==> src/rtl/partition_stats.sv <==
// partition_stats: one partition pass over a kernel buffer. Each accepted
// sample is compared against a captured 8-bit pivot. The block counts the
// samples in the lower, equal and larger partitions and tracks the min/max of
// the lower and larger partitions.
// Optional feature: define PARTITION_FORWARD_EN to add a one-entry forward
// register that passes each sample on, tagged with its destination partition.
// Without the macro, the fwd_* outputs are tied low and fwd_ready is ignored.
module partition_stats #(
  parameter int BUFF_SIZE     = 32,
  parameter int BUFF_SIZE_BIT = $clog2(BUFF_SIZE) + 1
) (
  input  logic                     clock,
  input  logic                     reset,
  input  logic                     start,
  input  logic [8:0]               in_pivot,
  input  logic [BUFF_SIZE_BIT-1:0] in_buff_size,
  input  logic [7:0]               in_samp,
  input  logic                     in_samp_valid,
  output logic                     in_samp_ready,
  output logic [7:0]               fwd_samp,
  output logic [1:0]               fwd_sel,
  output logic                     fwd_valid,
  input  logic                     fwd_ready,
  output logic [BUFF_SIZE_BIT-1:0] lower_size,
  output logic [BUFF_SIZE_BIT-1:0] equal_size,
  output logic [BUFF_SIZE_BIT-1:0] larger_size,
  output logic [8:0]               max_lower,
  output logic [8:0]               min_lower,
  output logic [8:0]               max_larger,
  output logic [8:0]               min_larger,
  output logic                     busy,
  output logic                     res_valid,
  input  logic                     res_ready
);

  typedef enum logic [1:0] {
    IDLE = 2'd0,
    SCAN = 2'd1,
    DONE = 2'd2
  } state_t;

  localparam logic [BUFF_SIZE_BIT-1:0] CNT_ZERO = {BUFF_SIZE_BIT{1'b0}};
  localparam logic [BUFF_SIZE_BIT-1:0] CNT_ONE  = {{(BUFF_SIZE_BIT-1){1'b0}}, 1'b1};
  localparam logic [8:0] MAX_EMPTY = 9'h000;
  localparam logic [8:0] MIN_EMPTY = 9'h100;

  state_t                   state_r;
  state_t                   state_nxt_s;
  logic [7:0]               pivot_r;
  logic [BUFF_SIZE_BIT-1:0] size_r;
  logic [BUFF_SIZE_BIT-1:0] acc_cnt_r;
  logic                     accept_s;
  logic                     all_taken_s;
  logic                     last_accept_s;
  logic                     drain_ok_s;
  logic [8:0]               samp_ext_s;
  logic                     samp_lt_s;
  logic                     samp_eq_s;

  assign accept_s      = in_samp_valid && in_samp_ready;
  assign all_taken_s   = (acc_cnt_r == size_r);
  assign last_accept_s = accept_s && ((acc_cnt_r + CNT_ONE) == size_r);
  assign samp_ext_s    = {1'b0, in_samp};
  assign samp_lt_s     = (in_samp < pivot_r);
  assign samp_eq_s     = (in_samp == pivot_r);

`ifdef PARTITION_FORWARD_EN
  logic unused_s;
  assign unused_s   = in_pivot[8];
  // A new sample may enter only when the forward slot is free or emptying now.
  assign drain_ok_s = !fwd_valid || fwd_ready;

  // Forward register: load each accepted sample, clear once it is taken.
  always_ff @(posedge clock) begin
    if (!reset) begin
      fwd_valid <= 1'b0;
      fwd_samp  <= 8'd0;
      fwd_sel   <= 2'b00;
    end else if (accept_s) begin
      fwd_valid <= 1'b1;
      fwd_samp  <= in_samp;
      fwd_sel   <= samp_lt_s ? 2'b00 : (samp_eq_s ? 2'b01 : 2'b10);
    end else if (fwd_ready) begin
      fwd_valid <= 1'b0;
    end else begin
      fwd_valid <= fwd_valid;
    end
  end
`else
  logic unused_s;
  assign unused_s   = ^{fwd_ready, in_pivot[8]};
  assign drain_ok_s = 1'b1;
  assign fwd_valid  = 1'b0;
  assign fwd_samp   = 8'd0;
  assign fwd_sel    = 2'b00;
`endif

  // State register.
  always_ff @(posedge clock) begin
    if (!reset) begin
      state_r <= IDLE;
    end else begin
      state_r <= state_nxt_s;
    end
  end

  // Next-state logic; the pass ends only when the last sample has left the forward slot.
  always_comb begin
    state_nxt_s = state_r;
    case (state_r)
      IDLE: begin
        if (start) begin
          state_nxt_s = (in_buff_size == CNT_ZERO) ? DONE : SCAN;
        end else begin
          state_nxt_s = IDLE;
        end
      end
      SCAN: begin
`ifdef PARTITION_FORWARD_EN
        if (all_taken_s && !fwd_valid) begin
          state_nxt_s = DONE;
        end else if (all_taken_s && fwd_ready) begin
          state_nxt_s = DONE;
        end else begin
          state_nxt_s = SCAN;
        end
`else
        if (last_accept_s) begin
          state_nxt_s = DONE;
        end else begin
          state_nxt_s = SCAN;
        end
`endif
      end
      DONE: begin
        if (res_ready) begin
          state_nxt_s = IDLE;
        end else begin
          state_nxt_s = DONE;
        end
      end
      default: state_nxt_s = IDLE;
    endcase
  end

  // Output decode from the registered state.
  always_comb begin
    in_samp_ready = 1'b0;
    res_valid     = 1'b0;
    busy          = 1'b0;
    case (state_r)
      IDLE: begin
        busy = 1'b0;
      end
      SCAN: begin
        busy          = 1'b1;
        in_samp_ready = !all_taken_s && drain_ok_s;
      end
      DONE: begin
        busy      = 1'b1;
        res_valid = 1'b1;
      end
      default: begin
        busy = 1'b0;
      end
    endcase
  end

  // Statistics datapath: cleared on start, updated per accepted sample, held otherwise.
  always_ff @(posedge clock) begin
    if (!reset) begin
      pivot_r     <= 8'd0;
      size_r      <= CNT_ZERO;
      acc_cnt_r   <= CNT_ZERO;
      lower_size  <= CNT_ZERO;
      equal_size  <= CNT_ZERO;
      larger_size <= CNT_ZERO;
      max_lower   <= MAX_EMPTY;
      min_lower   <= MIN_EMPTY;
      max_larger  <= MAX_EMPTY;
      min_larger  <= MIN_EMPTY;
    end else if ((state_r == IDLE) && start) begin
      pivot_r     <= in_pivot[7:0];
      size_r      <= in_buff_size;
      acc_cnt_r   <= CNT_ZERO;
      lower_size  <= CNT_ZERO;
      equal_size  <= CNT_ZERO;
      larger_size <= CNT_ZERO;
      max_lower   <= MAX_EMPTY;
      min_lower   <= MIN_EMPTY;
      max_larger  <= MAX_EMPTY;
      min_larger  <= MIN_EMPTY;
    end else if (accept_s) begin
      acc_cnt_r <= acc_cnt_r + CNT_ONE;
      if (samp_lt_s) begin
        lower_size <= lower_size + CNT_ONE;
        if (samp_ext_s > max_lower) max_lower <= samp_ext_s;
        if (samp_ext_s < min_lower) min_lower <= samp_ext_s;
      end else if (samp_eq_s) begin
        equal_size <= equal_size + CNT_ONE;
      end else begin
        larger_size <= larger_size + CNT_ONE;
        if (samp_ext_s > max_larger) max_larger <= samp_ext_s;
        if (samp_ext_s < min_larger) min_larger <= samp_ext_s;
      end
    end else begin
      acc_cnt_r <= acc_cnt_r;
    end
  end

endmodule

==> config.mk <==
export PLATFORM = sky130hd
export DESIGN_NAME = partition_stats
export DESIGN_NICKNAME = d
export VERILOG_FILES = /design/src/rtl/partition_stats.sv
export SDC_FILE = /design/constraint.sdc
export NUM_CORES = 1
export LEC_CHECK = 0
export ABC_AREA = 1
export CAP_MARGIN = 25
export CORE_MARGIN = 3
export CORE_UTILIZATION = 30
export CTS_BUF_LIST = sky130_fd_sc_hd__clkbuf_4 sky130_fd_sc_hd__clkbuf_8 sky130_fd_sc_hd__clkbuf_16
export CTS_CLUSTER_SIZE = 8
export DETAILED_ROUTE_END_ITERATION = 8
export PLACE_DENSITY = 0.49
export SLEW_MARGIN = 20
export SYNTH_ARGS = -nofsm -noshare
export SYNTH_HDL_FRONTEND = slang
export SYNTH_SLANG_ARGS = --single-unit
==> constraint.sdc <==
create_clock -name clock -period 3.19 [get_ports clock]
set_input_delay 0.638 -clock clock [delete_from_list [all_inputs] [get_ports clock]]
set_output_delay 0.638 -clock clock [all_outputs]
set_load 0.005 [all_outputs]
==> results_dict.tcl, run 1 <==
set metrics [dict create \
    status "finished, final reports clean" \
    ys.flop_type "dfxtp_1" \
    rrSetupSlack_ns 1.29 \
    grt_overflow 0 \
    layout-drive-gt1-share 0.0901 \
    critPathLaunchType "input pin" \
    port_buffers 81 \
    clock_skew_ns 0.00580 \
    nNetsFinal 781 \
    fin_crit_sh 0.808 \
    timing.fmax_ghz 0.388 \
    antenna_found_initial 0 \
    worstPathArrival_ns 2.78 \
    cts_buffer_depth 2 \
    yosysTopAreaCell "dfxtp_1" \
    num_io_pins 97 \
    ys_warn_count 0 \
    synth.most_common_cell "nand2_1" \
    first_pass_iters 4 \
    rsz0062_at_grt "false" \
    grt_usage 0.145 \
    report.final.slew_viol_count 0 \
    worstReg2RegStart "pivot_r[7]" \
    drcViolationCount 0 \
    grt_max_degree 42 \
    ff2ff_path_depth 12 \
    drt-initial-drc-count 250 \
    synthToLayoutAreaGrowth_pct 30.3 \
    cp_max_fo 9 \
    crit_required_ns 3.40 \
    holdBufCountCts 0 \
    cts_sinks 74 \
    hp-class "reg2reg" \
    synth_area_per_cell_sq_um 7.22 \
    synth_seq_area_share 0.334 \
    cts_tree "built" \
    synth_common_cells "nand2_1 (104), inv_1 (84), dfxtp_1 (74)" \
    viasPerCell 4.59 \
    grt_pass1_vias 3901 \
    fin_hold_ws_ns 0.459 \
    pre_cts_slack_ns 0.267 \
    ys_top_cells_by_area "dfxtp_1 (33%), ha_1 (13%), nand2_1 (8.8%)" \
    fin_setup_tns_ns 0 \
    gp_congestion 0.875 \
    post_cts_buffers 0 \
    initial_utilization 0.314 \
    leakage_nw 2.33 \
    drv_cap 0 \
    die_w_microns 128 \
    dpl.hpwl_microns 8610 \
    yosys.area_share.simple 0.252 \
    antenna_left 0 \
    hp-start "pivot_r[2]" \
    std_cell_rows 43 \
    muxShareOfSynthArea 0 \
    rr_endpoint "max_larger[0]" \
    finalPower_w 0.00245 \
    synthXorXnorAreaFrac 0.0158 \
    fp.dieArea_sq_um 16300 \
    power.density_cell_area_nw_per_um2 423 \
    synth-edff-count 0 \
    max-vdd-ir-drop_mv 0.261 \
    crit_type "in2reg" \
    dieHeight_microns 128 \
    slew_headroom 0.604 \
    diodes 0 \
    core_sq_um 14100 \
    synth_compound_area_frac 0.140 \
    drt-total-wl_microns 11400 \
    clockRootBuffer "clkbuf_16" \
    finalSetupViolations 0 \
    yosys.area_share.adder 0.130 \
    clkTransAtPathRegs_ns 0.06 \
    synth_top_family_by_area "simple AND/OR/NAND/NOR gates" \
    syn_area_sq_um 4440 \
    setup.worst_path.end_class "flop" \
    ys_seq_elements 74 \
    htreeDepth 3 \
    grt_pass1_wl_microns 18900 \
    worst_slack_ns 0.614 \
    synth.distinct_cells 35 \
    netlist.area_leader.share 0.334 \
    min_period_ns 2.58 \
    cts_made_buffers 9 \
    worstHoldEndpoint "pivot_r[2]" \
    wl_per_cell_microns 12.8 \
    cts_resized 0 \
    final_hold_viol_count 0 \
    vias 4084 \
    async_flop_share 0 \
    clock_latency_ns 0.34 \
    synthCells 615 \
    whs_path_depth 2 \
    tightest_slew_ns 0.590 \
]
## worst max path at each step
stage | start | endpoint | slack, ns | cells after the start
CTS | in_samp[6] | max_larger[0] | 0.63 | 12
floorplan | in_samp[7] | min_larger[0] | 1.17 | 9
detailed placement | in_samp[6] | max_larger[0] | 0.27 | 12
global placement | in_samp[6] | max_larger[5] | 0.28 | 10
global route | in_samp[6] | max_larger[2] | 0.38 | 10
finish | in_samp[6] | max_larger[0] | 0.61 | 10
## per-layer routing
layer	global-route usage	vias up	wire length, microns
li1	-	2148	-
met1	0.192	1807	5490
met2	0.221	111	4820
met3	0.0535	18	881
met4	0.0474	0	198
met5	0	-	0
## logic make-up after synthesis
kind of cell | Yosys count
other | 1
XOR/XNOR | 8
flip-flops | 74
adder cells (fa/ha/maj) | 46
buffers and inverters | 123
AND/OR/NAND/NOR | 245
AO/OA/AOI/OAI | 118
## critical path: stages
cell,delay [ns]
clkdlybuf4s50_1,0.62
buf_4,0.26
ha_1,0.29
nand4_1,0.12
inv_1,0.07
nand2_1,0.06
a21oi_2,0.42
nand2_4,0.15
nand2_1,0.09
a21oi_1,0.06
## cell type report
cell class / instances / area [sq um]
multi-input cells: 430 / 2440
fillers: 1474 / 8370
clock buffers: 13 / 274
flip-flops and latches: 74 / 1480
inverters: 92 / 347
clock inverters: 2 / 35.0
repair buffers: 99 / 983
well taps: 180 / 225
## flip-flops by register name, indices dropped and copies added (netlist names)
signal,flops
acc_cnt_r,6
lower_size,6
larger_size,6
state_r,2
min_larger,9
equal_size,6
max_lower,8
min_lower,9
pivot_r,8
max_larger,8
size_r,6
## metrics by stage
stage                util  area [sq um]  std cells
CTS                 0.409          5780        890
floorplan               -          4480        627
global route        0.409          5780        890
global placement    0.387          5470        875
finish              0.409          5780        890
detailed placement  0.387          5470        875
## power by group
part | internal (W) | total [W] | switching, W
combinational | 0.000177 | 0.000411 | 0.000234
clock | 0.000673 | 0.00106 | 0.000385
sequential | 0.000956 | 0.000976 | 0.0000205
## cells in the final DEF, fill, tap and decap left out, types with 2 or more instances in the layout
master,instances
clkinv_2,2
clkbuf_16,9
a211oi_1,2
buf_4,15
nand4_1,8
nand2_4,2
nor2_2,4
nand2_1,104
o21a_1,3
a21oi_1,72
nor3b_1,2
o21ai_0,35
dfxtp_1,74
conb_1,13
xor2_1,3
buf_12,3
nor2_4,2
nand3_2,3
or2_2,3
nor2_1,61
and3_1,2
xnor2_1,5
clkbuf_8,3
inv_2,6
nor3_1,7
nand2_2,4
ha_1,46
a21oi_2,4
nand3_1,40
clkdlybuf4s50_1,81
inv_1,84
Note: power is estimated with default switching activity, not from simulation.
==> run 2: changes to the inputs <==
- clock period: 3.19 -> 2.4 ns (I/O delays scaled with it)
==> results_dict.tcl, run 2 (synthesis results as in run 1) <==
set metrics [dict create \
    holdBufCountCts 0 \
    max-vdd-ir-drop_mv 0.275 \
    crit_required_ns 1.92 \
    num_io_pins 97 \
    clkTransAtPathRegs_ns 0.06 \
    final_hold_viol_count 0 \
    dieHeight_microns 128 \
    status "finished, final reports clean" \
    cts_resized 0 \
    htreeDepth 3 \
    port_buffers 81 \
    drcViolationCount 0 \
    cts_buffer_depth 2 \
    gp_congestion 0.855 \
    mostFrequentLayoutCell "nand2_1" \
    grt_max_degree 32 \
    finalSetupViolations 0 \
    layout_common_cells "nand2_1 (104), inv_1 (84), clkdlybuf4s50_1 (81)" \
    cts_tree "built" \
    grt_pass1_vias 3949 \
    critPathLaunchType "flop" \
    core_sq_um 14100 \
    die_w_microns 128 \
    timing.fmax_ghz 0.447 \
    vias 4171 \
    grt_usage 0.149 \
    worstPathArrival_ns 1.76 \
    synthToLayoutAreaGrowth_pct 32.6 \
    power.density_cell_area_nw_per_um2 548 \
    dpl.hpwl_microns 8850 \
    setup.worst_path.end_class "primary output" \
    leakage_nw 2.40 \
    initial_utilization 0.314 \
    drt-total-wl_microns 11600 \
    n_fill_cell 1478 \
    first_pass_iters 4 \
    nNetsFinal 797 \
    fin_crit_sh 0.931 \
    grt_pass1_wl_microns 19200 \
    wl_per_cell_microns 12.8 \
    hp-class "reg2reg" \
    antenna_left 0 \
    post_cts_buffers 0 \
    std_cell_rows 43 \
    report.final.slew_viol_count 0 \
    antenna_found_initial 0 \
    postLayoutCoreUtil 0.416 \
    clockRootBuffer "clkbuf_16" \
    clock_latency_ns 0.34 \
    fp.dieArea_sq_um 16300 \
    placed_cells_incl_taps 891 \
    cts_sinks 74 \
    cp_max_fo 5 \
    drv_cap 0 \
    drt-initial-drc-count 253 \
    crit_type "reg2out" \
    min_period_ns 2.24 \
    viasPerCell 4.60 \
    fin_cells 906 \
    diodes 0 \
    grt_overflow 0 \
    clock_skew_ns 0.00515 \
    layout-drive-gt1-share 0.110 \
    reg.largest.list "min_larger (9), min_lower (9)" \
    rsz0062_at_grt "false" \
    cts_made_buffers 9 \
]
## run 2: cell types whose count changed in the layout (fill, tap and decap cells not counted)
| cell | change |
|---|---|
| buf_4 | +16 |
| clkbuf_8 | -2 |
| clkbuf_4 | +1 |
| clkinv_2 | +1 |
## run 2: power by group
| group | leakage, nW | total, W | internal [W] | switching [W] |
|---|---|---|---|---|
| registers | 0.601 | 0.00130 | 0.00127 | 0.0000285 |
| logic | 1.65 | 0.000572 | 0.000258 | 0.000314 |
| clock network | 0.149 | 0.00136 | 0.000847 | 0.000509 |
## run 2: area by class of cell
cell class / instances / area [sq um] / area share
multi-input cells: 430 / 2440 / 0.414
clock buffers: 12 / 254 / 0.0431
repair buffers: 115 / 1100 / 0.187
clock inverters: 3 / 40.0 / 0.00680
well taps: 180 / 225 / 0.0383
inverters: 92 / 347 / 0.0589
flip-flops and latches: 74 / 1480 / 0.252
## run 2: layer usage
layer	up-vias	part of all wire	track usage
li1	2187	-	-
met1	1872	0.48	0.195
met2	107	0.44	0.234
met3	5	0.072	0.0489
met4	0	0.0083	0.0449
met5	-	0	0
## run 2: path summary, 6_finish.rpt
path | start | end | slack, ns | depth (start not counted)
min | pivot_r[5] | pivot_r[5] | 0.46 | 2
min reg2reg | pivot_r[5] | pivot_r[5] | 0.46 | 2
max | acc_cnt_r[0] | in_samp_ready | 0.16 | 8
max reg2reg | pivot_r[7] | max_larger[6] | 0.50 | 12
## run 2: per-stage QoR
step	power, W	instance area [sq um]	setup WS (ns)	setup TNS, ns	hold slack (ns)
after floorplan	0.00168	4480	0.535	0	0.433
after global placement	0.00190	5590	-0.133	-3.88	0.454
after detailed placement	0.00191	5590	-0.135	-3.91	0.453
after CTS	0.00330	5890	0.138	0	0.461
after global routing	0.00342	5890	0.00761	0	0.490
final	0.00323	5890	0.165	0	0.457
## run 2: critical path, cell delays in order, from the launching register on
cell and delay [ns]:
dfxtp_1 0.43, inv_2 0.06, nand2_1 0.06, nand2_1 0.07, nor2_1 0.13, nand3_2 0.12
nand2_1 0.08, inv_1 0.04, clkdlybuf4s50_1 0.44
==> run 3: changes to the inputs <==
- SKIP_CTS_REPAIR_TIMING: unset -> 1
==> results of run 3 <==
The final DEF is identical to that of run 2; final timing and power are the same.
